--- config.mk ---
export PLATFORM = sky130hd
export DESIGN_NAME = regfile_sb_flat
export DESIGN_NICKNAME = d
export VERILOG_FILES = /design/src/rtl/regfile_pkg.sv /design/src/rtl/regfile_sb_if.sv /design/src/rtl/regfile_scoreboard.sv /design/src/rtl/regfile_sb.sv /design/src/flat_wrapper.sv
export SDC_FILE = /design/constraint.sdc
export NUM_CORES = 1
export LEC_CHECK = 0
export BUFFER_PORTS_ARGS = -buffer_cell sky130_fd_sc_hd__buf_2
export CAP_MARGIN = 30
export CORE_ASPECT_RATIO = 1.5
export CORE_MARGIN = 5
export CORE_UTILIZATION = 30
export CTS_BUF_LIST = sky130_fd_sc_hd__clkbuf_16
export DETAILED_ROUTE_END_ITERATION = 10
export HOLD_SLACK_MARGIN = 0.15
export PLACE_DENSITY = 0.5
export SLEW_MARGIN = 10
export SYNTH_ARGS = -nofsm -noshare
export SYNTH_HDL_FRONTEND = slang
export SYNTH_SLANG_ARGS = --single-unit
--- constraint.sdc ---
create_clock -name clk_50 -period 1.82 [get_ports clk_50]
set_input_delay 0.182 -clock clk_50 [delete_from_list [all_inputs] [get_ports clk_50]]
set_output_delay 0.182 -clock clk_50 [all_outputs]
set_load 0.1 [all_outputs]
--- src/rtl/regfile_pkg.sv ---
// Shared definitions for the register file and the branch unit:
// condition-code layout, reset value and the NZP derivation.
package regfile_pkg;

    localparam logic [2:0] CC_RESET = 3'b010;

    localparam int CC_N = 2;
    localparam int CC_Z = 1;
    localparam int CC_P = 0;

    // Widest data word cc_of() accepts; callers zero-extend into this.
    localparam int CC_MAX_W = 64;

    // NZP of a two's-complement value 'width' bits wide, held zero-extended in data.
    function automatic logic [2:0] cc_of(input logic [CC_MAX_W-1:0] data,
                                         input int unsigned width);
        logic [CC_MAX_W-1:0] sign_shifted;
        logic [2:0] cc;
        sign_shifted = data >> (width - 1);
        cc = '0;
        cc[CC_N] = sign_shifted[0];
        cc[CC_Z] = (data == '0);
        cc[CC_P] = !cc[CC_N] && !cc[CC_Z];
        return cc;
    endfunction

endpackage

--- src/rtl/regfile_sb_if.sv ---
// Issue/write-back/read bundle of the scoreboarded register file.
// master = pipeline side driving requests, slave = the register file.
interface regfile_sb_if #(
    parameter int DATA_W   = 16,
    parameter int NUM_REGS = 8,
    parameter int NUM_RD   = 2
);
    localparam int ADDR_W = $clog2(NUM_REGS);

    logic                     wr_en;
    logic [ADDR_W-1:0]        wr_addr;
    logic [DATA_W-1:0]        wr_data;
    logic                     ldcc;
    logic                     issue_en;
    logic [ADDR_W-1:0]        issue_addr;
    logic [NUM_RD*ADDR_W-1:0] rd_addr;
    logic [NUM_RD*DATA_W-1:0] rd_data;
    logic [NUM_RD-1:0]        rd_busy;
    logic [2:0]               nzp;

    modport master (
        output wr_en, wr_addr, wr_data, ldcc, issue_en, issue_addr, rd_addr,
        input  rd_data, rd_busy, nzp
    );

    modport slave (
        input  wr_en, wr_addr, wr_data, ldcc, issue_en, issue_addr, rd_addr,
        output rd_data, rd_busy, nzp
    );

endinterface

--- src/rtl/regfile_scoreboard.sv ---
// Per-register busy bits: issue sets, write-back clears, issue wins on a tie.
// Reports the busy bit of each read port's register, optionally bypassed.
module regfile_scoreboard
    import regfile_pkg::*;
#(
    parameter int NUM_REGS = 8,
    parameter int NUM_RD   = 2,
    parameter int BYPASS   = 1,
    localparam int ADDR_W  = $clog2(NUM_REGS)
) (
    input  logic                     clk_50,
    input  logic                     reset,
    input  logic                     issue_en,
    input  logic [ADDR_W-1:0]        issue_addr,
    input  logic                     wr_en,
    input  logic [ADDR_W-1:0]        wr_addr,
    input  logic [NUM_RD*ADDR_W-1:0] rd_addr,
    output logic [NUM_RD-1:0]        rd_busy
);

    logic [NUM_REGS-1:0] busy;
    logic [NUM_REGS-1:0] busy_next;

    // NOTE: every variable assigned in always_comb gets a default first so no path
    // leaves it unassigned; otherwise synthesis infers a latch.
    always_comb begin
        busy_next = busy;
        if (wr_en)    busy_next[wr_addr]    = 1'b0;
        if (issue_en) busy_next[issue_addr] = 1'b1;
    end

    always_ff @(posedge clk_50) begin
        if (reset) busy <= '0;
        else       busy <= busy_next;
    end

    // With bypass, a port reading the write-back target sees the post-edge bit,
    // which is 1 only when a new producer issues to that register this cycle.
    always_comb begin
        rd_busy = '0;
        for (int k = 0; k < NUM_RD; k++) begin
            if (BYPASS != 0 && wr_en && rd_addr[k*ADDR_W +: ADDR_W] == wr_addr)
                rd_busy[k] = busy_next[wr_addr];
            else
                rd_busy[k] = busy[rd_addr[k*ADDR_W +: ADDR_W]];
        end
    end

endmodule

--- src/rtl/regfile_sb.sv ---
// Parametrised register file with write-to-read bypass, busy scoreboard and
// NZP condition-code register. DATA_W must not exceed regfile_pkg::CC_MAX_W.
module regfile_sb
    import regfile_pkg::*;
#(
    parameter int DATA_W   = 16,
    parameter int NUM_REGS = 8,
    parameter int NUM_RD   = 2,
    parameter int BYPASS   = 1
) (
    input  logic         clk_50,
    input  logic         reset,
    regfile_sb_if.slave  bus
);

    localparam int ADDR_W = $clog2(NUM_REGS);

    logic [DATA_W-1:0]        regs [NUM_REGS];
    logic [2:0]               nzp_q;
    logic [NUM_RD*DATA_W-1:0] rd_data;
    logic [NUM_RD-1:0]        rd_busy;

    // NOTE: sequential state uses non-blocking assignments so every flop samples
    // pre-edge values regardless of statement order.
    // NOTE: the register array is cleared on reset, which maps it onto flops
    // rather than a RAM macro; acceptable at register-file sizes.
    always_ff @(posedge clk_50) begin
        if (reset) begin
            for (int i = 0; i < NUM_REGS; i++) regs[i] <= '0;
            nzp_q <= CC_RESET;
        end else begin
            if (bus.wr_en) regs[bus.wr_addr] <= bus.wr_data;
            if (bus.ldcc)  nzp_q <= cc_of(CC_MAX_W'(bus.wr_data), DATA_W);
        end
    end

    always_comb begin
        rd_data = '0;
        for (int k = 0; k < NUM_RD; k++) begin
            if (BYPASS != 0 && bus.wr_en && bus.rd_addr[k*ADDR_W +: ADDR_W] == bus.wr_addr)
                rd_data[k*DATA_W +: DATA_W] = bus.wr_data;
            else
                rd_data[k*DATA_W +: DATA_W] = regs[bus.rd_addr[k*ADDR_W +: ADDR_W]];
        end
    end

    regfile_scoreboard #(
        .NUM_REGS (NUM_REGS),
        .NUM_RD   (NUM_RD),
        .BYPASS   (BYPASS)
    ) u_scoreboard (
        .clk_50     (clk_50),
        .reset      (reset),
        .issue_en   (bus.issue_en),
        .issue_addr (bus.issue_addr),
        .wr_en      (bus.wr_en),
        .wr_addr    (bus.wr_addr),
        .rd_addr    (bus.rd_addr),
        .rd_busy    (rd_busy)
    );

    assign bus.rd_data = rd_data;
    assign bus.rd_busy = rd_busy;
    assign bus.nzp     = nzp_q;

endmodule

--- src/flat_wrapper.sv ---
// flat-port wrapper written by rule: the top's interface ports become plain ports
module regfile_sb_flat import regfile_pkg::*;
#(
    parameter int DATA_W   = 16,
    parameter int NUM_REGS = 8,
    parameter int NUM_RD   = 2,
    parameter int BYPASS   = 1
)
  (clk_50, reset, bus_wr_en, bus_wr_addr, bus_wr_data, bus_ldcc, bus_issue_en, bus_issue_addr, bus_rd_addr, bus_rd_data, bus_rd_busy, bus_nzp);
  regfile_sb_if #(.DATA_W(DATA_W), .NUM_REGS(NUM_REGS), .NUM_RD(NUM_RD)) bus_i ();
  input  logic clk_50;
  input  logic reset;
  input wire logic [$bits(bus_i.wr_en)-1:0] bus_wr_en;
  input wire logic [$bits(bus_i.wr_addr)-1:0] bus_wr_addr;
  input wire logic [$bits(bus_i.wr_data)-1:0] bus_wr_data;
  input wire logic [$bits(bus_i.ldcc)-1:0] bus_ldcc;
  input wire logic [$bits(bus_i.issue_en)-1:0] bus_issue_en;
  input wire logic [$bits(bus_i.issue_addr)-1:0] bus_issue_addr;
  input wire logic [$bits(bus_i.rd_addr)-1:0] bus_rd_addr;
  output wire logic [$bits(bus_i.rd_data)-1:0] bus_rd_data;
  output wire logic [$bits(bus_i.rd_busy)-1:0] bus_rd_busy;
  output wire logic [$bits(bus_i.nzp)-1:0] bus_nzp;
  assign bus_i.wr_en = bus_wr_en;
  assign bus_i.wr_addr = bus_wr_addr;
  assign bus_i.wr_data = bus_wr_data;
  assign bus_i.ldcc = bus_ldcc;
  assign bus_i.issue_en = bus_issue_en;
  assign bus_i.issue_addr = bus_issue_addr;
  assign bus_i.rd_addr = bus_rd_addr;
  assign bus_rd_data = bus_i.rd_data;
  assign bus_rd_busy = bus_i.rd_busy;
  assign bus_nzp = bus_i.nzp;
  regfile_sb #(.DATA_W(DATA_W), .NUM_REGS(NUM_REGS), .NUM_RD(NUM_RD), .BYPASS(BYPASS)) u_core (.clk_50(clk_50), .reset(reset), .bus(bus_i));
endmodule
==> impl_metrics.toml <==
[outcome]
status = "finished, violations left"
violations = "negative setup slack"

[global_routing]
grt_pass1_vias = 6232
overflow = 0
grt_antenna_before_repair = 0
grt_max_degree = 22
grt_pass1_wl_mm = 38.0
grt_usage_pct = 17.5

[layout]
drive_gt1_share_pct = 47.3
utilization_pct = 43.7
mostFrequentLayoutCells = "128 x and2_1, 128 x edfxtp_1, 96 x buf_4"
final_cells = 1077
syn_to_final_growth_pct = 43.6
diodes = 0
final_nets = 766

[min_path]
min_path_cells = 4
worstHoldPathType = "in -> reg"
min-delay-start = "bus_wr_addr[2]"
min_to = "u_core.u_scoreboard.busy[0]"

[routing]
vias = 5532
drt-pass1-iter-count = 5
drt-initial-drc-count = 422
wirelength_mm = 25.1
wl_per_cell_microns = 23.3
ant_nets = 0
drc = 0
viasPerCell = 5.14

[clocking]
cts-buffers-inserted = 17
clock_latency_ns = 0.42
cts_buffer_depth = 2
cts-root-buf = "clkbuf_16"
cts.sinks = 139
path_clk_slew_ns = 0.06
h-tree-depth = 4
cts_tree = "yes"

[setup_path]
start_kind = "flip-flop"
r2r-start = "u_core.u_scoreboard.busy[6]"
end_kind = "output port"
r2r-end = "u_core.u_scoreboard.busy[6]"
cp.arrival_ns = 1.93
slowest_stage = "mux4_2"
r2r_cells = 3
crit_type = "reg -> out"
reg2reg_setup_slack_ns = 0.93
cp_cell_sequence = "mux4_2 -> mux2i_1 -> buf_4 -> a21oi_4 -> buf_12"
path_max_fanout = 2
worstPathRequired_ns = 1.64
cp_slowest_stage_delay_ns = 0.49

[power]
max-vdd-ir-drop_mv = 0.616
leakage_nw = 4.18
p_per_area_nw_per_um2 = 919
power_mw = 10.3

[timing]
timing.fmax_mhz = 474
drv_slew = 0
setup_viol = 34
setup_slack_ns = -0.289
setup-tns-final_ns = -6.90
slew_headroom_pct = 67.5
period_minus_slack_ns = 2.11
skew_ns = 0
rsz0062_at_grt = "yes"
finalHoldViolCount = 0
timing.final.crit_share_pct = 116
worst_pin_slew_ns = 0.492

[yosys]
async_reset_ff_share_pct = 0
synthCells = 577
yosysSeqAreaShare_pct = 51.8
synth_ff_type = "edfxtp_1"
yosysUniqueCellTypes = 32
ys_warn_count = 0
avgSynthCellArea_sq_um = 13.6
synth_seq_cells = 139
synth_edf_count = 128
synth_nets = 610
syn_area_sq_um = 7840

[flow_run]
maxCapViolations = 0

[placed_design]
preCtsSetupSlack_ns = -0.203
dp_hpwl_mm = 17.7
gp_congestion = 0.864
portBuffers = 69
placed_cells_incl_taps = 1041

[floorplanning]
die_w_microns = 142
core_area_sq_um = 25800
die_h_microns = 208
num_io_pins = 70
dieArea_sq_um = 29500
rows = 72
start_util_pct = 30.4
timing repair:
item	in CTS	in global routing
hold buffers	3	0
setup buffers	3	1
setup endpoints to repair	34	34
hold endpoints to repair	5	0
pin swaps	18	11
gates resized for setup	36	19
per-layer routing:
layer	track usage (%)	wire [microns]
met5	0	0
met4	6.06	720
met3	3.86	1190
met2	32.1	13800
met1	19.8	9350
report_power, final:
part           internal, mW  total, mW  leakage (nW)  switching [mW]
logic                  1.33       3.17          2.57            1.84
clock network          2.10       3.38         0.287            1.28
registers              3.70       3.80          1.33          0.0998
cell type report:
type                            instances  area (sq um)
Clock buffer                           17           425
Clock inverter                         13           139
Fill cell                            2372         14500
Inverter                                1          3.75
Multi-Input combinational cell        381          4090
Sequential cell                       139          4070
Tap cell                              333           417
Timing Repair Buffer                  193          2110
kinds of logic after synthesis:
logic type / count (synthesis) / share of synthesized area, %
AO/OA/AOI/OAI: 52 / 3.77
XOR/XNOR: 6 / 0.670
buffers and inverters: 57 / 3.11
flip-flops: 139 / 51.8
multiplexers: 103 / 24.0
AND/OR/NAND/NOR: 220 / 16.6
stage by stage:
step / instance area (sq um) / hold WS [ns]
finish: 11300 / 0.184
global route: 11300 / 0.173
CTS: 11200 / 0.168
detailed placement: 10400 / 0.481
global placement: 10400 / 0.460
floorplan: 8340 / 0.329
flip-flops by register name, indices dropped and copies added (netlist names):
signal	count
u_core.regs	128
u_core.bus.nzp	3
u_core.u_scoreboard.busy	8
how the worst max path moves through the flow:
stage	from	end	slack (ns)	depth (start not counted)
after floorplan	bus_issue_addr[0]	bus_rd_busy[0]	0.0005	5
after global placement	bus_wr_addr[1]	bus_rd_busy[0]	-0.20	8
after detailed placement	bus_wr_addr[1]	bus_rd_busy[0]	-0.20	8
after CTS	u_core.regs[7][6]	bus_rd_data[6]	-0.30	5
after global routing	u_core.regs[7][6]	bus_rd_data[6]	-0.35	5
final	u_core.regs[3][3]	bus_rd_data[19]	-0.29	5
synth_stat cells (all sizes together), types with 5 or more instances:
library cell | count | area [sq um]
nor4 | 5 | 37.5
edfxtp | 128 | 3840
a211oi | 8 | 60.1
xnor2 | 6 | 52.6
nand2b | 11 | 68.8
dfxtp | 11 | 220
mux2i | 33 | 330
mux4 | 68 | 1530
a21oi | 39 | 195
and2 | 128 | 801
buf | 20 | 105
nor2 | 51 | 191
clkbuf | 36 | 135
worst max-delay path: cells and delay by family (launching register included):
kind | cells | cell delay (ns)
compound gates | 1 | 0.05
flops | 1 | 0.39
mux | 2 | 0.72
buf+inv | 2 | 0.33
Note: power is estimated with default switching activity, not from simulation.
